[config.mk]
export PLATFORM = sky130hd
export DESIGN_NAME = hub_rx_frame_parser
export DESIGN_NICKNAME = d
export VERILOG_FILES = /design/src/rtl/hub_pkg.sv /design/src/rtl/hub_rx_stats.sv /design/src/rtl/hub_rx_frame_parser.sv
export SDC_FILE = /design/constraint.sdc
export NUM_CORES = 1
export LEC_CHECK = 0
export BUFFER_PORTS_ARGS = -buffer_cell sky130_fd_sc_hd__buf_2
export CAP_MARGIN = 20
export CORE_MARGIN = 8
export CORE_UTILIZATION = 51
export CTS_CLUSTER_SIZE = 25
export DETAILED_ROUTE_END_ITERATION = 7
export PLACE_DENSITY = 0.75
export SLEW_MARGIN = 20
export SYNTH_ARGS = -nofsm -noshare
export SYNTH_HDL_FRONTEND = slang
export SYNTH_SLANG_ARGS = --single-unit
[constraint.sdc]
create_clock -name clk -period 4 [get_ports clk]
set_input_delay 0.6 -clock clk [delete_from_list [all_inputs] [get_ports clk]]
set_output_delay 0.6 -clock clk [all_outputs]
set_load 0.05 [all_outputs]
[src/rtl/hub_pkg.sv]
// Shared hub definitions: parser state encoding and MAC geometry.
package hub_pkg;

  localparam int unsigned DA_BYTES = 6;
  localparam int unsigned MAC_W    = 48;

  typedef enum logic [2:0] {
    IDLE,
    DST,
    SKIP,
    PAY,
    DROP
  } rx_state_t;

endpackage

[src/rtl/hub_rx_stats.sv]
// Saturating frame/byte statistics for one hub ingress port.
module hub_rx_stats (
  input  logic        clk,
  input  logic        reset,
  input  logic        frame_ok_i,
  input  logic        frame_err_i,
  input  logic        byte_i,
  output logic [15:0] frames_ok_o,
  output logic [15:0] frames_err_o,
  output logic [31:0] bytes_o
);

  logic [15:0] ok_q, ok_d;
  logic [15:0] err_q, err_d;
  logic [31:0] bytes_q, bytes_d;

  always_comb begin
    ok_d    = ok_q;
    err_d   = err_q;
    bytes_d = bytes_q;
    if (frame_ok_i && (ok_q != '1))     ok_d    = ok_q + 16'd1;
    if (frame_err_i && (err_q != '1))   err_d   = err_q + 16'd1;
    if (byte_i && (bytes_q != '1))      bytes_d = bytes_q + 32'd1;
  end

  always_ff @(posedge clk or posedge reset) begin
    if (reset) begin
      ok_q    <= '0;
      err_q   <= '0;
      bytes_q <= '0;
    end else begin
      ok_q    <= ok_d;
      err_q   <= err_d;
      bytes_q <= bytes_d;
    end
  end

  assign frames_ok_o  = ok_q;
  assign frames_err_o = err_q;
  assign bytes_o      = bytes_q;

endmodule

[src/rtl/hub_rx_frame_parser.sv]
// Per-port ingress parser: SOF/EOF byte stream -> dest MAC + payload stream.
// Define HUB_RX_STATS_EN to add saturating frame/byte statistics outputs.
module hub_rx_frame_parser
  import hub_pkg::*;
#(
  parameter int unsigned HDR_SKIP_BYTES = 8,
  parameter int unsigned MAX_PAYLOAD    = 1500,
  parameter int unsigned LEN_W          = 11
) (
  input  logic             clk,
  input  logic             reset,
  input  logic [7:0]       rx_data,
  input  logic             rx_valid,
  input  logic             rx_sof,
  input  logic             rx_eof,
  output logic [MAC_W-1:0] dest_mac,
  output logic [7:0]       payload,
  output logic             tx_valid,
  output logic             tx_last,
  output logic [LEN_W-1:0] payload_len,
  output logic             frame_done,
  output logic             err_pulse
`ifdef HUB_RX_STATS_EN
  ,
  output logic [15:0]      stat_frames_ok,
  output logic [15:0]      stat_frames_err,
  output logic [31:0]      stat_bytes
`endif
);

  localparam int unsigned      DA_W      = MAC_W - 8;
  localparam logic [LEN_W-1:0] DA_LAST   = LEN_W'(DA_BYTES - 2);
  localparam logic [LEN_W-1:0] SKIP_LAST = LEN_W'(HDR_SKIP_BYTES - 1);
  localparam logic [LEN_W-1:0] MAX_LEN   = LEN_W'(MAX_PAYLOAD);

  rx_state_t        state_q, state_d;
  logic [LEN_W-1:0] cnt_q, cnt_d, cnt_inc;
  logic [DA_W-1:0]  da_q, da_d;
  logic [MAC_W-1:0] dest_mac_q, dest_mac_d;
  logic [7:0]       payload_q, payload_d;
  logic [LEN_W-1:0] len_q, len_d;
  logic             tx_valid_q, tx_valid_d;
  logic             tx_last_q, tx_last_d;
  logic             done_q, done_d;
  logic             err_q, err_d;

  assign cnt_inc = (cnt_q == '1) ? cnt_q : cnt_q + 1'b1;

  always_comb begin
    state_d    = state_q;
    cnt_d      = cnt_q;
    da_d       = da_q;
    dest_mac_d = dest_mac_q;
    payload_d  = payload_q;
    len_d      = len_q;
    tx_valid_d = 1'b0;
    tx_last_d  = 1'b0;
    done_d     = 1'b0;
    err_d      = 1'b0;

    if (rx_valid) begin
      if (rx_sof) begin
        // SOF always wins: it aborts any frame in flight and restarts as DA byte 0
        err_d   = rx_eof || (state_q != IDLE);
        cnt_d   = '0;
        da_d    = DA_W'(rx_data);
        state_d = rx_eof ? IDLE : DST;
      end else begin
        unique case (state_q)
          IDLE: ;
          DST: begin
            if (rx_eof) begin
              err_d   = 1'b1;
              cnt_d   = '0;
              state_d = IDLE;
            end else if (cnt_q == DA_LAST) begin
              dest_mac_d = {da_q, rx_data};
              cnt_d      = '0;
              state_d    = SKIP;
            end else begin
              da_d  = {da_q[DA_W-9:0], rx_data};
              cnt_d = cnt_inc;
            end
          end
          SKIP: begin
            if (rx_eof) begin
              err_d   = 1'b1;
              cnt_d   = '0;
              state_d = IDLE;
            end else if (cnt_q == SKIP_LAST) begin
              cnt_d   = '0;
              state_d = PAY;
            end else begin
              cnt_d = cnt_inc;
            end
          end
          PAY: begin
            // cnt holds bytes already forwarded; at MAX_LEN this byte is the overflow one
            if (cnt_q >= MAX_LEN) begin
              err_d   = 1'b1;
              cnt_d   = '0;
              state_d = rx_eof ? IDLE : DROP;
            end else begin
              tx_valid_d = 1'b1;
              payload_d  = rx_data;
              cnt_d      = cnt_inc;
              if (rx_eof) begin
                tx_last_d = 1'b1;
                done_d    = 1'b1;
                len_d     = cnt_inc;
                cnt_d     = '0;
                state_d   = IDLE;
              end
            end
          end
          DROP: begin
            if (rx_eof) begin
              cnt_d   = '0;
              state_d = IDLE;
            end
          end
          default: begin
            cnt_d   = '0;
            state_d = IDLE;
          end
        endcase
      end
    end
  end

  always_ff @(posedge clk or posedge reset) begin
    if (reset) begin
      state_q    <= IDLE;
      cnt_q      <= '0;
      da_q       <= '0;
      dest_mac_q <= '0;
      payload_q  <= '0;
      len_q      <= '0;
      tx_valid_q <= 1'b0;
      tx_last_q  <= 1'b0;
      done_q     <= 1'b0;
      err_q      <= 1'b0;
    end else begin
      state_q    <= state_d;
      cnt_q      <= cnt_d;
      da_q       <= da_d;
      dest_mac_q <= dest_mac_d;
      payload_q  <= payload_d;
      len_q      <= len_d;
      tx_valid_q <= tx_valid_d;
      tx_last_q  <= tx_last_d;
      done_q     <= done_d;
      err_q      <= err_d;
    end
  end

  assign dest_mac    = dest_mac_q;
  assign payload     = payload_q;
  assign tx_valid    = tx_valid_q;
  assign tx_last     = tx_last_q;
  assign payload_len = len_q;
  assign frame_done  = done_q;
  assign err_pulse   = err_q;

`ifdef HUB_RX_STATS_EN
  hub_rx_stats u_stats (
    .clk          (clk),
    .reset        (reset),
    .frame_ok_i   (done_q),
    .frame_err_i  (err_q),
    .byte_i       (tx_valid_q),
    .frames_ok_o  (stat_frames_ok),
    .frames_err_o (stat_frames_err),
    .bytes_o      (stat_bytes)
  );
`endif

endmodule
==> tab_implementation.tex <==
\begin{tabular}{lr}
\hline
Metric & Value \\
\hline
\multicolumn{2}{l}{\textbf{Die}} \\
\quad I/O Pins & 84 \\
\quad Initial Utilization & 51.7\% \\
\quad Floorplan die width & 117 um \\
\quad Overall die area & 13800 sq um \\
\quad Total number of placement rows & 37 \\
\quad DIE HEIGHT & 117 um \\
\quad Area of the core region & 10100 sq um \\
\multicolumn{2}{l}{\textbf{Global routing}} \\
\quad Total global-route track usage & 17.5\% \\
\quad Pin count of the biggest net entering global routing & 73 \\
\quad Via count of the first global-routing pass & 3797 \\
\quad First-pass GRT wire length & 19600 um \\
\quad Antenna violations before repair & 0 \\
\quad Congestion Overflow GR & 0 \\
\multicolumn{2}{l}{\textbf{Finish}} \\
\quad Net count, final & 499 \\
\quad Most frequent standard cell in the layout excluding fill and tap cells & dfrtp\_1 \\
\quad End-of-flow core utilization & 62.7\% \\
\quad Synthesis-to-finish area growth & 21.4\% \\
\quad Commonest cells after routing, fill and taps aside & dfrtp\_1 (124), buf\_2 (83), mux2\_2 (53) \\
\quad Antenna diode count & 0 \\
\quad Number of fill cells & 801 \\
\quad Layout Cell Area excl Fill & 6360 sq um \\
\quad Non-filler instance count after layout & 633 \\
\quad Layout cells sized above 1 & 36.8\% \\
\multicolumn{2}{l}{\textbf{Timing}} \\
\quad Relative max-transition margin & 31.7\% \\
\quad Final period utilization & 76.5\% \\
\quad Worst-case hold slack & 0.262 ns \\
\quad Clock Skew & 0.00658 ns \\
\quad Setup total negative slack & 0 ns \\
\quad Final max-slew violation count & 0 \\
\quad Final worst setup slack & 0.939 ns \\
\quad Hold violation total from the final report & 0 \\
\quad Slew of the pin with the lowest slew margin & 1.02 ns \\
\quad Period minus WS final & 3.06 ns \\
\quad Unrepaired setup endpoints after global routing & no \\
\quad Fmax & 327 MHz \\
\quad Setup violation total in the final timing report & 0 \\
\multicolumn{2}{l}{\textbf{Route}} \\
\quad DR vias/cell & 5.75 \\
\quad Routed len/inst & 18.3 um \\
\quad Initial DRC count & 202 \\
\quad Overall via count from detail\_route & 3637 \\
\quad Detailed-route DRC error count & 0 \\
\quad Number of iterations in the first detailed-routing pass & 4 \\
\quad Routed wire length & 11600 um \\
\quad Antenna viol nets, final & 0 \\
\multicolumn{2}{l}{\textbf{CTS}} \\
\quad Hold-fix buffers, CTS & 0 \\
\quad Total CTS buffers & 17 \\
\quad Cts repair resizes & 0 \\
\quad Worst-Skew Late Latency & 0.52 ns \\
\quad Clock-pin slew reported for the worst setup and hold paths after clock tree synthesis & 0.06 ns \\
\quad Number of levels the H-tree was split into & 4 \\
\quad Number of sinks on the clock net & 124 \\
\quad CTS tree & built \\
\quad Clock root buffer & clkbuf\_8 \\
\quad Postcts setup bufs & 0 \\
\quad Buffer depth of the longest clock path & 2 \\
\multicolumn{2}{l}{\textbf{Logic synthesis}} \\
\quad Flip-flop and latch count after synthesis & 124 \\
\quad Cells after Synth & 409 \\
\quad Number of enable-type register cells in the synthesized netlist & 0 \\
\quad Cell variety after synth & 56 \\
\quad Mapped Nets & 424 \\
\quad Sequential fraction of the synthesis area & 59.2\% \\
\quad Post-Synthesis Mean Instance Area & 12.8 sq um \\
\quad Fraction of registers with async set/reset & 100\% \\
\quad Synthesis Warnings & 0 \\
\quad Synth Flop Type & dfrtp\_1 \\
\quad Netlist area before placement & 5240 sq um \\
\multicolumn{2}{l}{\textbf{Setup path}} \\
\quad Category of the worst setup path capture point & register \\
\quad Kind of critical path & register to register \\
\quad List of cells traversed by the critical path & or4b\_1 -> or4\_4 -> nor2\_4 -> buf\_4 -> mux2\_2 \\
\quad Buf+Inv Stages, Crit Path & 1 \\
\quad CP max stage cell & or4b\_1 \\
\quad Highest fanout seen on the critical path & 23 \\
\quad Kind of launch point of the worst setup path & register \\
\quad Arrival @ worst endpoint & 3.46 ns \\
\quad Worst EP required & 4.40 ns \\
\quad CP delay by family, top & simple AND/OR/NAND/NOR gates \\
\quad Slowest Stage Delay on Critical Path & 0.58 ns \\
\multicolumn{2}{l}{\textbf{Power and ir drop}} \\
\quad Cell-internal power & 2.42 mW \\
\quad Sequential Power Share & 42.1\% \\
\quad PD cells & 491 nW/um\^{}2 \\
\quad Power after layout & 3.12 mW \\
\quad Comb pwr share & 5.1\% \\
\quad Static Leakage & 3.24 nW \\
\quad Part of the total power dissipated in the clock network & 52.7\% \\
\quad Sw frac & 22.6\% \\
\quad Net switching power of the design & 0.705 mW \\
\quad Highest ir drop seen on vdd & 247 uV \\
\multicolumn{2}{l}{\textbf{Flow run}} \\
\quad Number of max-capacitance violations reported & 0 \\
\multicolumn{2}{l}{\textbf{Place}} \\
\quad HPWL after detailed placement & 7630 um \\
\quad Placed Instance Area & 5720 sq um \\
\quad Cell Count Post-Placement & 601 \\
\quad Number of input and output port buffers inserted & 83 \\
\quad Post-Place Worst Slack & 0.947 ns \\
\quad Gp weighted congestion & 0.863 \\
\multicolumn{2}{l}{\textbf{Run status}} \\
\quad Status & completed \\
\multicolumn{2}{l}{\textbf{Min path}} \\
\quad Worst hold path type & primary input to asynchronous set/reset pin \\
\hline
\end{tabular}
-- cells in the mapped netlist (3+ instances only) --
cell type,n,area share [%]
nand3_1,6,0.57
xor2_1,3,0.50
xnor2_1,3,0.50
nor4_1,3,0.36
a31oi_1,3,0.36
nor3_1,6,0.57
o21ai_0,24,2.3
mux2_2,53,11
a21oi_1,6,0.57
buf_6,5,1.1
a22o_1,32,5.3
dfrtp_1,124,59
buf_2,9,0.86
inv_1,12,0.86
clkbuf_1,17,1.2
nor3b_1,4,0.57
mux2_1,11,2.4
nand2_1,16,1.1
and3_1,5,0.60
nand4_1,5,0.60
nor2_1,11,0.79
o22ai_1,4,0.48
-- power by group through the flow --
stage               clock, mW  combinational [mW]  sequential, mW
global route             1.72               0.177            1.32
finish                   1.65               0.160            1.32
floorplan                   0              0.0854            1.36
detailed placement          0               0.162            1.34
global placement            0               0.158            1.33
CTS                      1.67               0.164            1.32
-- routing by layer --
metal | wire (um) | share of wire, % | GRT usage (%) | up-vias
met5 | 0 | 0 | 0 | -
met1 | 5070 | 44 | 21.6 | 1854
met2 | 5620 | 48 | 27.3 | 98
met4 | 251 | 2.2 | 8.27 | 0
li1 | - | - | - | 1665
met3 | 676 | 5.8 | 5.61 | 20
-- cell type report --
| cell class | instances | area, sq um | area share [%] |
|---|---|---|---|
| timing repair buffer | 89 | 473 | 7.44 |
| clock buffer | 19 | 422 | 6.63 |
| multi-input combinational | 240 | 1930 | 30.4 |
| inverter | 12 | 47.5 | 0.747 |
| sequential | 124 | 3100 | 48.8 |
| clock inverter | 13 | 215 | 3.38 |
| tap | 136 | 170 | 2.68 |
-- path summary, 6_finish.rpt --
kind / slack (ns) / from / depth (start not counted) / end
worst max-delay path: 0.94 / cnt_q[5] / 5 / dest_mac[14]
worst min-delay path: 0.26 / reset / 2 / dest_mac[39]
worst max register to register: 0.94 / cnt_q[5] / 5 / dest_mac[14]
worst min register to register: 0.47 / payload_len[8] / 2 / payload_len[8]
max in group asynchronous: 2.97 / reset / 3 / dest_mac[16]
min in group clk: 0.32 / rx_data[4] / 2 / da_q[4]
-- sequential cells by signal, summed over array words and instances, names as in the netlist --
register and count:
tx_valid 1, err_pulse 1, da_q 40, dest_mac 48
cnt_q 11, state_q 3, payload 8, payload_len 11
frame_done 1
-- worst reg2reg max path, delay by kind of cell, from the launching register on --
kind	cells	cell delay [ns]
buf+inv	1	0.38
mux	1	0.37
flops	1	0.49
simple gates	3	1.71
-- cell families after synthesis --
logic type      synth area share [%]
buf+inv                         4.30
compound gates                  12.9
mux                             13.8
flops                           59.2
xor+xnor                        1.00
simple gates                    8.40
fa+ha+maj                      0.477
Power figures use the tool's default switching activity.
